## src/rtl/braun_mac_accum.sv

```systemverilog
// braun_mac_accum
//   Multiply-accumulate controller for an external combinational 8x8 Braun
//   multiplier. Operand pairs arrive over a valid/ready handshake and are
//   registered onto mul_a/mul_b. One cycle later the product is added into an
//   ACC_W-bit accumulator. After the pair flagged in_last, the accumulator is
//   drained LSB-first, one byte per out_valid/out_ready handshake.
//
// Ports
//   clk, rst             clock, asynchronous active-high reset
//   in_valid/in_ready    operand handshake; in_a, in_b operands, in_last ends frame
//   mul_a, mul_b         registered operands to the multiplier
//   prod                 multiplier product (mul_a*mul_b)
//   out_valid/out_ready  result byte handshake; out_byte data, out_first on byte 0
//   frame_cnt            products summed this frame (saturating)
//   frame_ovf            sticky accumulator carry-out for this frame
module braun_mac_accum #(
  parameter int ACC_W   = 24,
  parameter int COUNT_W = 8
) (
  input  logic               clk,
  input  logic               rst,
  input  logic               in_valid,
  output logic               in_ready,
  input  logic [7:0]         in_a,
  input  logic [7:0]         in_b,
  input  logic               in_last,
  output logic [7:0]         mul_a,
  output logic [7:0]         mul_b,
  input  logic [15:0]        prod,
  output logic               out_valid,
  input  logic               out_ready,
  output logic [7:0]         out_byte,
  output logic               out_first,
  output logic [COUNT_W-1:0] frame_cnt,
  output logic               frame_ovf
);

  localparam int NBYTES = ACC_W / 8;
  localparam int IDX_W  = (NBYTES > 1) ? $clog2(NBYTES) : 1;
  localparam logic [IDX_W-1:0] LAST_IDX = IDX_W'(NBYTES - 1);

  typedef enum logic [1:0] {
    S_ACCEPT = 2'd0,
    S_MUL    = 2'd1,
    S_DRAIN  = 2'd2
  } state_t;

  state_t             state_q, state_d;
  logic [7:0]         mul_a_q, mul_a_d;
  logic [7:0]         mul_b_q, mul_b_d;
  logic               last_q, last_d;
  logic [ACC_W-1:0]   acc_q, acc_d;
  logic [COUNT_W-1:0] cnt_q, cnt_d;
  logic               ovf_q, ovf_d;
  logic [IDX_W-1:0]   idx_q, idx_d;

  // One extra bit captures the carry-out of the accumulator MSB.
  logic [ACC_W:0]     sum;

  always_comb begin
    sum     = {1'b0, acc_q} + {{(ACC_W + 1 - 16){1'b0}}, prod};
    state_d = state_q;
    mul_a_d = mul_a_q;
    mul_b_d = mul_b_q;
    last_d  = last_q;
    acc_d   = acc_q;
    cnt_d   = cnt_q;
    ovf_d   = ovf_q;
    idx_d   = idx_q;

    case (state_q)
      S_ACCEPT: begin
        if (in_valid) begin
          mul_a_d = in_a;
          mul_b_d = in_b;
          last_d  = in_last;
          state_d = S_MUL;
        end
      end

      S_MUL: begin
        acc_d = sum[ACC_W-1:0];
        if (sum[ACC_W]) begin
          ovf_d = 1'b1;
        end
        if (cnt_q != {COUNT_W{1'b1}}) begin
          cnt_d = cnt_q + COUNT_W'(1);
        end
        idx_d   = '0;
        state_d = last_q ? S_DRAIN : S_ACCEPT;
      end

      S_DRAIN: begin
        if (out_ready) begin
          if (idx_q == LAST_IDX) begin
            // Final byte delivered: the frame is closed, start clean.
            acc_d   = '0;
            cnt_d   = '0;
            ovf_d   = 1'b0;
            idx_d   = '0;
            last_d  = 1'b0;
            state_d = S_ACCEPT;
          end else begin
            idx_d = idx_q + IDX_W'(1);
          end
        end
      end

      default: begin
        state_d = S_ACCEPT;
      end
    endcase
  end

  always_ff @(posedge clk or posedge rst) begin
    if (rst) begin
      state_q <= S_ACCEPT;
      mul_a_q <= '0;
      mul_b_q <= '0;
      last_q  <= 1'b0;
      acc_q   <= '0;
      cnt_q   <= '0;
      ovf_q   <= 1'b0;
      idx_q   <= '0;
    end else begin
      state_q <= state_d;
      mul_a_q <= mul_a_d;
      mul_b_q <= mul_b_d;
      last_q  <= last_d;
      acc_q   <= acc_d;
      cnt_q   <= cnt_d;
      ovf_q   <= ovf_d;
      idx_q   <= idx_d;
    end
  end

  // All outputs decode directly from registers.
  assign in_ready  = (state_q == S_ACCEPT);
  assign out_valid = (state_q == S_DRAIN);
  assign mul_a     = mul_a_q;
  assign mul_b     = mul_b_q;
  assign out_byte  = acc_q[8*idx_q +: 8];
  assign out_first = (idx_q == '0);
  assign frame_cnt = cnt_q;
  assign frame_ovf = ovf_q;

endmodule

```

## config.mk

```make
export PLATFORM = sky130hd
export DESIGN_NAME = braun_mac_accum
export DESIGN_NICKNAME = d
export VERILOG_FILES = /design/src/rtl/braun_mac_accum.sv
export SDC_FILE = /design/constraint.sdc
export NUM_CORES = 1
export LEC_CHECK = 0
export CAP_MARGIN = 20
export CORE_UTILIZATION = 30
export DETAILED_ROUTE_END_ITERATION = 16
export PLACE_DENSITY = 0.55
export SYNTH_ARGS = -nofsm -noshare
export SYNTH_HDL_FRONTEND = slang
export SYNTH_SLANG_ARGS = --single-unit
```

## constraint.sdc

```tcl
create_clock -name clk -period 2.17 [get_ports clk]
set_clock_uncertainty 0.1 [all_clocks]
set_input_delay 0.434 -clock clk [delete_from_list [all_inputs] [get_ports clk]]
set_output_delay 0.434 -clock clk [all_outputs]
set_load 0.005 [all_outputs]
```

After elaboration in Yosys (flattened, before gate mapping)
Cells that the tools add are included.
- register bits after elaboration: 54
- input bits: 37
- word-level logic and storage cells: 53
- $add $sub $neg: 3
- equality and inequality tests: 9
- shifts and indexed selects: 1
- muxes and demuxes: 21
- reductions and logical operators: 11
- operators with widths (kind ; count):
    24-bit 2-to-1 mux ; 2
    24-bit one-hot mux with 2 select lines ; 1
    24-bit by 16-bit adder with 25-bit output ; 1
    8-bit 2-to-1 mux ; 3
    24-bit by 6-bit variable part select with 8-bit output ; 1
    8-bit one-hot mux with 2 select lines ; 1
    2-bit 2-to-1 mux ; 6
    4-bit AND reduction ; 3
    8-bit by 1-bit adder with 8-bit output (second input constant) ; 1
    8-bit != test (second input constant) ; 1
    2-bit != test (second input constant) ; 3
    2-bit one-hot mux with 3 select lines ; 1
    3-bit AND reduction ; 2
    2-bit == test (second input constant) ; 2
    2-bit logical NOT ; 2
    1-bit 2-to-1 mux ; 4
    2-bit by 1-bit != test with 1-bit output (second input constant) ; 2
    1-bit one-hot mux with 2 select lines ; 2
    2-bit one-hot mux with 2 select lines ; 1
    2-bit AND reduction ; 2
    2-bit nonzero test ; 2
    2-bit by 1-bit adder with 2-bit output (second input constant) ; 1
    2-bit by 1-bit == test with 1-bit output (second input constant) ; 1

Logic depth before layout (Yosys ltp)
Gate-level depths: netlist of the first run.
- word-level depth: 4
- depth in mapped cells: 8

Least setup slack after synthesis of the first run
OpenSTA, ideal clock, no wires.
- path type: in2reg
- from: input port prod[0]
- to: register ovf_q (netlist: frame_ovf)
- library setup time: 122 ps
- arrival time: 2252 ps
- data required time: 1948 ps
- slack: -304 ps
- stages: 7
- path buffers: 0
- path through: ha_1 fa_1 a21o_2 a221oi_2 o21ai_1 a21o_1 a32o_1
- word-level cells in the longest chain between the ends: 3
- ends and longest elaborated chain (element ; RTL line ; RTL):
    from (decl) ; 29 ; input logic [15:0] prod,
    24-bit by 16-bit adder with 25-bit output ; 61 ; sum = {1'b0, acc_q} + {{(ACC_W + 1 - 16){1'b0}}, prod};
    2-bit != test (no source line) ; -- ;
    4-bit AND reduction (no source line) ; -- ;
    to (signal assigned) ; 132 ; ovf_q <= ovf_d;
    to (decl) ; 54 ; logic ovf_q, ovf_d;
No other way between the ends.
A chain may end at the register's enable or synchronous reset.

Worst setup path in the final report of the first run
- from: register acc_q[0]
- to: register ovf_q (netlist: frame_ovf)
- word-level cells in the longest chain between the ends: 3
- ends and longest elaborated chain (element ; RTL line ; RTL):
    from (decl) ; 52 ; logic [ACC_W-1:0] acc_q, acc_d;
    from (signal assigned) ; 121 ; acc_q <= '0;
    from (signal assigned) ; 130 ; acc_q <= acc_d;
    24-bit by 16-bit adder with 25-bit output ; 61 ;
    2-bit != test (no source line) ; -- ;
    4-bit AND reduction (no source line) ; -- ;
No other way between the ends.

==> results.json, run 1 <==
{
  "num_vias": 3014,
  "final_cell_mix": "72 x buf_4, 57 x clkdlybuf4s50_1, 51 x dfrtp_1, 37 x nand2_1, 24 x o21ai_0",
  "wire_per_inst_um": 15.1,
  "wl_um": 9330,
  "layout_setup_ws_ps": -108,
  "cts_tree": "done",
  "drv_cap": 0,
  "remaining_drc_errors": 0,
  "grt_pass1_wl_um": 15200,
  "fp.dieW_um": 106,
  "die_h_um": 106,
  "syn-mean-instance-area_um2": 9.66,
  "syn_inst": 339,
  "final_common_cell": "buf_4",
  "dpl.cell_count": 601,
  "cts.sinks": 54,
  "drtAntennaViolNets": 0,
  "max_slew_margin_pct": 72.3,
  "avgViaCountPerCell": 4.88,
  "seq_area_mm2": 0.00136,
  "dr.pass1.iters": 4,
  "cts_max_path_buffers": 2,
  "cts_buffers": 5,
  "yosysSeqAreaShare_pct": 41.3,
  "ys_ff_latch": 54,
  "clk_latency_ps": 310,
  "critPathLaunchType": "register",
  "status": "finished with violations",
  "criticalPathCategory": "reg -> reg",
  "period_share_pct": 105,
  "fin_cells": 617,
  "finalCriticalPeriod_ps": 2280,
  "crit_path_max_incr_delay_ps": 420,
  "antenna_found_initial": 0,
  "synth-main-ff-cell": "dfrtp_1",
  "arrival_ps": 2390,
  "violations": "negative setup slack",
  "grt_start_max_net_pins": 55,
  "tightest_slew_ps": 412,
  "cts_root_buf": "clkbuf_8",
  "synthesis.nets": 394,
  "antenna_cells": 0,
  "path_max_fanout": 5,
  "hold_viol_final": 0,
  "fmax_ghz": 0.439,
  "worstHoldPathType": "in -> async",
  "synth_cell_types": 47,
  "power.density_mw_per_mm2": 1370,
  "initial_core_util_pct": 31.3,
  "netlist_area_mm2": 0.00327,
  "crit_chain": "ha_4 > fa_2 > a21o_4 > a221oi_4 > o21ai_4 > a21o_1 > a32o_1",
  "r2r_setup_slack_ps": -110,
  "pre_cts_ws_ps": -646,
  "clk_pin_slew_worst_paths_ps": 110,
  "grt_usage_pct": 17.0,
  "grt_overflow": 0,
  "gp_congestion": 0.826,
  "drv_slew": 0,
  "drt_iter0_markers": 126,
  "cp_slowest_cell": "dfrtp_1",
  "coreArea_mm2": 0.0105,
  "power_leakage_uw": 0.00221,
  "area_delta_synth_final_pct": 54.5,
  "synth_edf_count": 0,
  "fp-row-count": 37,
  "place_hpwl_um": 7010,
  "multiInputGateArea_mm2": 0.00209,
  "endpoint_kind": "register",
  "final-setup-viol-count": 10,
  "fp.dieArea_mm2": 0.0113,
  "fill_cells": 990,
  "synthArstFlopShare_pct": 100,
  "cts.htree.levels": 2,
  "grt_setup_unrepaired": "yes",
  "ios": 73,
  "nNetsFinal": 535,
  "yosysWarnings": 0,
  "irDropWorstVdd_v": 0.000530,
  "port-buffer-count": 72,
  "cp_data_required_time_ps": 2280,
  "holdBufCountCts": 0,
  "grt_pass1_vias": 3095,
  "layout-drive-gt1-share_pct": 30.6
}
## report_power, final
group | leakage [µW] | switching [µW] | internal (µW)
logic | 0.00150 | 1880 | 2550
registers | 0.000662 | 419 | 1450
clock network | 0.0000408 | 375 | 232
total | 0.00221 | 2670 | 4230
## path summary, 6_finish.rpt
check	depth (start not counted)	end	start
setup reg to reg	7	frame_ovf	acc_q[0]
min in group clk	1	state_q[1]	last_q
hold / removal	3	mul_b[0]	rst
setup / recovery	7	frame_ovf	acc_q[0]
hold reg to reg	1	state_q[1]	last_q
max in group asynchronous	3	acc_q[1]	rst
## sequential cells by signal, indices dropped and copies added (netlist names)
register and flops:
frame_cnt 8, acc_q 24, mul_a 8, last_q 1, mul_b 8, idx_q 2, state_q 2, frame_ovf 1
## final cells by class
| cell class | instances | share of cell area [%] |
|---|---|---|
| repair buffers | 148 | 26.1 |
| clock inverters | 3 | 0.470 |
| clock buffers | 5 | 1.36 |
| flip-flops and latches | 54 | 26.8 |
| inverters | 8 | 0.593 |
| multi-input cells | 263 | 41.4 |
| well taps | 136 | 3.36 |
## critical path, delay by kind of cell, from the launching register on
kind | cells | cell delay [ps]
flip-flops | 1 | 420
AO/OA/AOI/OAI | 5 | 1130
adder cells (fa/ha/maj) | 2 | 520
## per-layer routing
metal	track usage, %	part of all wire [%]	up-vias
met4	4.99	1.8	0
met1	22.1	46	1446
met5	0	0	-
li1	-	-	1502
met2	28.9	48	51
met3	3.00	3.6	15
## cell usage after synthesis, types with 2 or more instances
cell	instances	area, µm²
mux2_2	17	191
nor2b_1	3	18.8
nor2_1	18	67.6
and4_1	3	26.3
o21ai_0	33	165
nand2_1	38	143
and3_1	4	25.0
mux2i_1	14	140
nand4_1	3	18.8
and2_1	5	31.3
o211ai_1	4	30.0
buf_2	3	15.0
a32o_1	2	20.0
ha_1	17	213
a21o_1	3	22.5
o21ai_1	2	10.0
a21oi_1	20	100
clkbuf_1	10	37.5
a22o_1	4	35.0
a21o_2	2	17.5
o22ai_1	8	50.1
xor2_1	8	70.1
or3_1	3	18.8
xnor2_1	11	96.3
nand2b_1	2	12.5
nor3_1	3	15.0
inv_1	8	30.0
dfrtp_1	54	1350
nand3_1	19	95.1
## cell families (layout without fill, tap and decap cells)
logic type / after synthesis / after routing / synth area share (%)
adder cells (fa/ha/maj): 18 / 18 / 7.11
multiplexers: 31 / 31 / 10.1
flip-flops: 54 / 54 / 41.3
AO/OA/AOI/OAI: 89 / 89 / 18.0
AND/OR/NAND/NOR: 106 / 106 / 15.7
XOR/XNOR: 19 / 19 / 5.08
buffers and inverters: 22 / 164 / 2.75
## metrics by stage
step | power [µW] | instance area, µm² | TNS (ps) | hold slack [ps] | utilization [%]
global placement | 5870 | 4710 | -9710 | 379 | 45.0
finish | 6910 | 5060 | -490 | 380 | 48.4
detailed placement | 5930 | 4710 | -10220 | 384 | 45.0
floorplan | 3890 | 3350 | -318 | 360 | -
CTS | 6720 | 4920 | -825 | 396 | 47.0
global route | 7450 | 5060 | -2050 | 416 | 48.4
## repair_timing
item                                    4_1_cts  5_1_grt
buffers inserted                              3        5
cloned                                        0        1
endpoints found under the setup margin       26       20
pin swaps                                    30       16
gates resized for setup                      46       17
Note: power is estimated with default switching activity, not from simulation.
==> run 2: changes to the inputs <==
- ABC_CLOCK_PERIOD_IN_PS: unset -> 2170
==> results of run 2 <==
The final DEF is identical to that of run 1; final timing and power are the same.
==> run 3: changes to the inputs <==
- ABC_AREA: unset -> 1
- PLACE_DENSITY: 0.55 -> 0.54
==> run 3 against run 2 <==
The run now ends clean. Clock power grew 56%. Combinational power down 6.1%. Die area up 12%. Global-route usage increased by 1.9 points. Total power increased by 0.69%. Cell count grew 30%. Via count grew 26%. Clock-buffer cell count grew 1. Area after synthesis up 13%.
==> results.json, run 3 <==
{
  "power.density_mw_per_mm2": 1350,
  "cts_max_path_buffers": 2,
  "cp_data_required_time_ps": 1640,
  "irDropWorstVdd_v": 0.000521,
  "synth_edf_count": 0,
  "multiInputGateArea_mm2": 0.00214,
  "drv_slew": 0,
  "crit_path_max_incr_delay_ps": 540,
  "layout-drive-gt1-share_pct": 13.7,
  "arrival_ps": 1550,
  "yosysWarnings": 0,
  "setup_tns_ps": 0,
  "final_cell_mix": "208 x nand2_1, 68 x inv_1, 64 x clkdlybuf4s50_1, 53 x dfrtp_1, 44 x nor2_1",
  "initial_core_util_pct": 30.7,
  "endpoint_kind": "output pin",
  "fmax_ghz": 0.479,
  "area_delta_synth_final_pct": 39.7,
  "stdcell_area_mm2": 0.00515,
  "netSwitchingFraction_pct": 44.1,
  "coreArea_mm2": 0.0120,
  "fill_cells": 1259,
  "syn-mean-instance-area_um2": 6.76,
  "largest-register": "acc_q",
  "ios": 73,
  "reg2reg_depth": 12,
  "synth_cell_types": 35,
  "synth_top_cells_by_area": "dfrtp_1 37%, nand2_1 22%, inv_1 7.1%, ha_1 5.8%, nand3_1 5.4%",
  "die_h_um": 113,
  "syn_inst": 546,
  "yosysSeqAreaShare_pct": 36.6,
  "grt_pass1_wl_um": 18700,
  "clk_pin_slew_worst_paths_ps": 70,
  "seq_area_mm2": 0.00135,
  "intPower_uw": 3890,
  "ys_top_cells_by_count": "214 x nand2_1, 70 x inv_1, 54 x dfrtp_1",
  "clk_latency_ps": 300,
  "fp.dieArea_mm2": 0.0127,
  "fp-row-count": 40,
  "drt_iter0_markers": 200,
  "antenna_cells": 0,
  "wire_per_inst_um": 14.4,
  "yosysMostFrequentCell": "nand2_1",
  "p_comb_share_pct": 59.8,
  "status": "completed",
  "power_leakage_uw": 0.00260,
  "finalCriticalPeriod_ps": 2090,
  "yosysTopAreaCell": "dfrtp_1",
  "synth-main-ff-cell": "dfrtp_1",
  "gp_congestion": 0.901,
  "r2r_setup_slack_ps": 260,
  "synthesis.nets": 601,
  "wl_um": 11600,
  "reg2reg_from": "acc_q[0]",
  "remaining_drc_errors": 0,
  "antenna_found_initial": 0,
  "avgViaCountPerCell": 4.75,
  "worstHoldPathType": "reg -> reg",
  "cp_slowest_cell": "clkdlybuf4s50_1",
  "synthArstFlopShare_pct": 100,
  "largest_register_ffs": 24,
  "nNetsFinal": 709,
  "critPathLaunchType": "register",
  "cts_buffers": 5,
  "rr_endpoint": "acc_q[20]",
  "synth_top_area_share_pct": 36.6,
  "placed_area_mm2": 0.00482,
  "final_core_util_pct": 42.9,
  "period_share_pct": 96.3,
  "max_slew_margin_pct": 67.6,
  "grt_overflow": 0,
  "whs_ps": 387,
  "place_hpwl_um": 8780,
  "cts_tree": "done",
  "crit_chain": "inv_2 > nor2_8 > clkdlybuf4s50_1",
  "min_to": "mul_a[6]",
  "grt_usage_pct": 18.9,
  "share_seq_of_total_power_pct": 26.6,
  "crit_buf_inv": 2,
  "hold-path-cell-count": 2,
  "final-setup-viol-count": 0,
  "switchingPower_uw": 3070,
  "port-buffer-count": 72,
  "drv_cap": 0,
  "criticalPathCategory": "reg -> out",
  "path_max_fanout": 10,
  "cts.sinks": 54,
  "holdBufCountCts": 0,
  "tightest_slew_ps": 482,
  "hold_viol_final": 0,
  "dr.pass1.iters": 5,
  "grt_start_max_net_pins": 39,
  "cts_root_buf": "clkbuf_16",
  "path_delay_family": "buffers and inverters",
  "netlist_area_mm2": 0.00369,
  "p_clk_share_pct": 13.6,
  "final_common_cell": "nand2_1",
  "num_vias": 3810,
  "fp.dieW_um": 113,
  "drtAntennaViolNets": 0,
  "grt_pass1_vias": 3697,
  "cts.htree.levels": 2,
  "min-delay-start": "mul_a[6]",
  "ys_ff_latch": 54
}
[run 3: cell types whose count changed after synthesis, moves of 14 or more]
cell | before | now
nor2_1 | 18 | 51
o21ai_0 | 33 | 12
inv_1 | 8 | 70
mux2_2 | 17 | 0
mux2i_1 | 14 | 0
nand2_1 | 38 | 214
nand3_1 | 19 | 40
[run 3: area by class of cell]
| class | instances | share of cell area [%] |
|---|---|---|
| Multi-Input combinational cell | 407 | 41.5 |
| Sequential cell | 54 | 26.2 |
| Timing Repair Buffer | 109 | 19.9 |
| Inverter | 77 | 5.61 |
| Tap cell | 147 | 3.57 |
| Clock buffer | 6 | 2.50 |
| Clock inverter | 2 | 0.728 |
[run 3: how the worst max path moves through the flow]
stage,startpoint,end,depth (start not counted)
floorplan,prod[0],acc_q[20],12
global placement,prod[0],acc_q[20],13
detailed placement,prod[0],acc_q[20],13
CTS,prod[0],acc_q[20],13
global route,prod[12],acc_q[19],11
finish,state_q[1],out_valid,3
[run 3: timing repair]
item / CTS / global route
gates resized for setup: 17 / 20
pin swaps: 1 / 1
endpoints found under the setup margin: 10 / 16
setup buffers: 4 / 1
[run 3: routing by layer]
layer / track usage [%] / routed length (µm) / vias up
met1: 24.5 / 5190 / 1732
met4: 5.53 / 219 / 0
met5: 0 / 0 / -
met3: 4.34 / 784 / 15
li1: - / - / 1940
met2: 31.5 / 5380 / 123
[run 3: kinds of logic after synthesis]
kind of cell	count (synthesis)	synth area share (%)
AND/OR/NAND/NOR	322	36.1
XOR/XNOR	8	1.90
adder cells (fa/ha/maj)	18	6.31
buffers and inverters	85	8.95
flip-flops	54	36.6
AO/OA/AOI/OAI	59	10.1
[run 3: worst reg2reg max path, cell delays in order, from the launching register on]
cell	delay (ps)
dfrtp_1	400
ha_2	190
fa_2	350
nand2_2	90
nand2_2	60
nand3_1	100
nand2_2	100
nand2_1	80
nand2_1	100
nand3_2	80
nand2_1	50
nand2_1	50
nor2_1	40
[run 3: power groups by stage]
stage / logic, µW / clock network [µW] / registers, µW
after global placement: 3900 / 0 / 1830
after floorplan: 2200 / 0 / 1760
after CTS: 4020 / 972 / 1840
after detailed placement: 3960 / 0 / 1840
after global routing: 4660 / 1010 / 1920
final: 4160 / 946 / 1850
[run 3: per-stage QoR]
step / cells / power (µW) / setup slack [ps]
finish: 802 / 6950 / 81.1
global route: 802 / 7600 / -15.4
CTS: 801 / 6820 / 3.70
detailed placement: 789 / 5800 / -359
global placement: 789 / 5730 / -295
floorplan: 546 / 3960 / 227
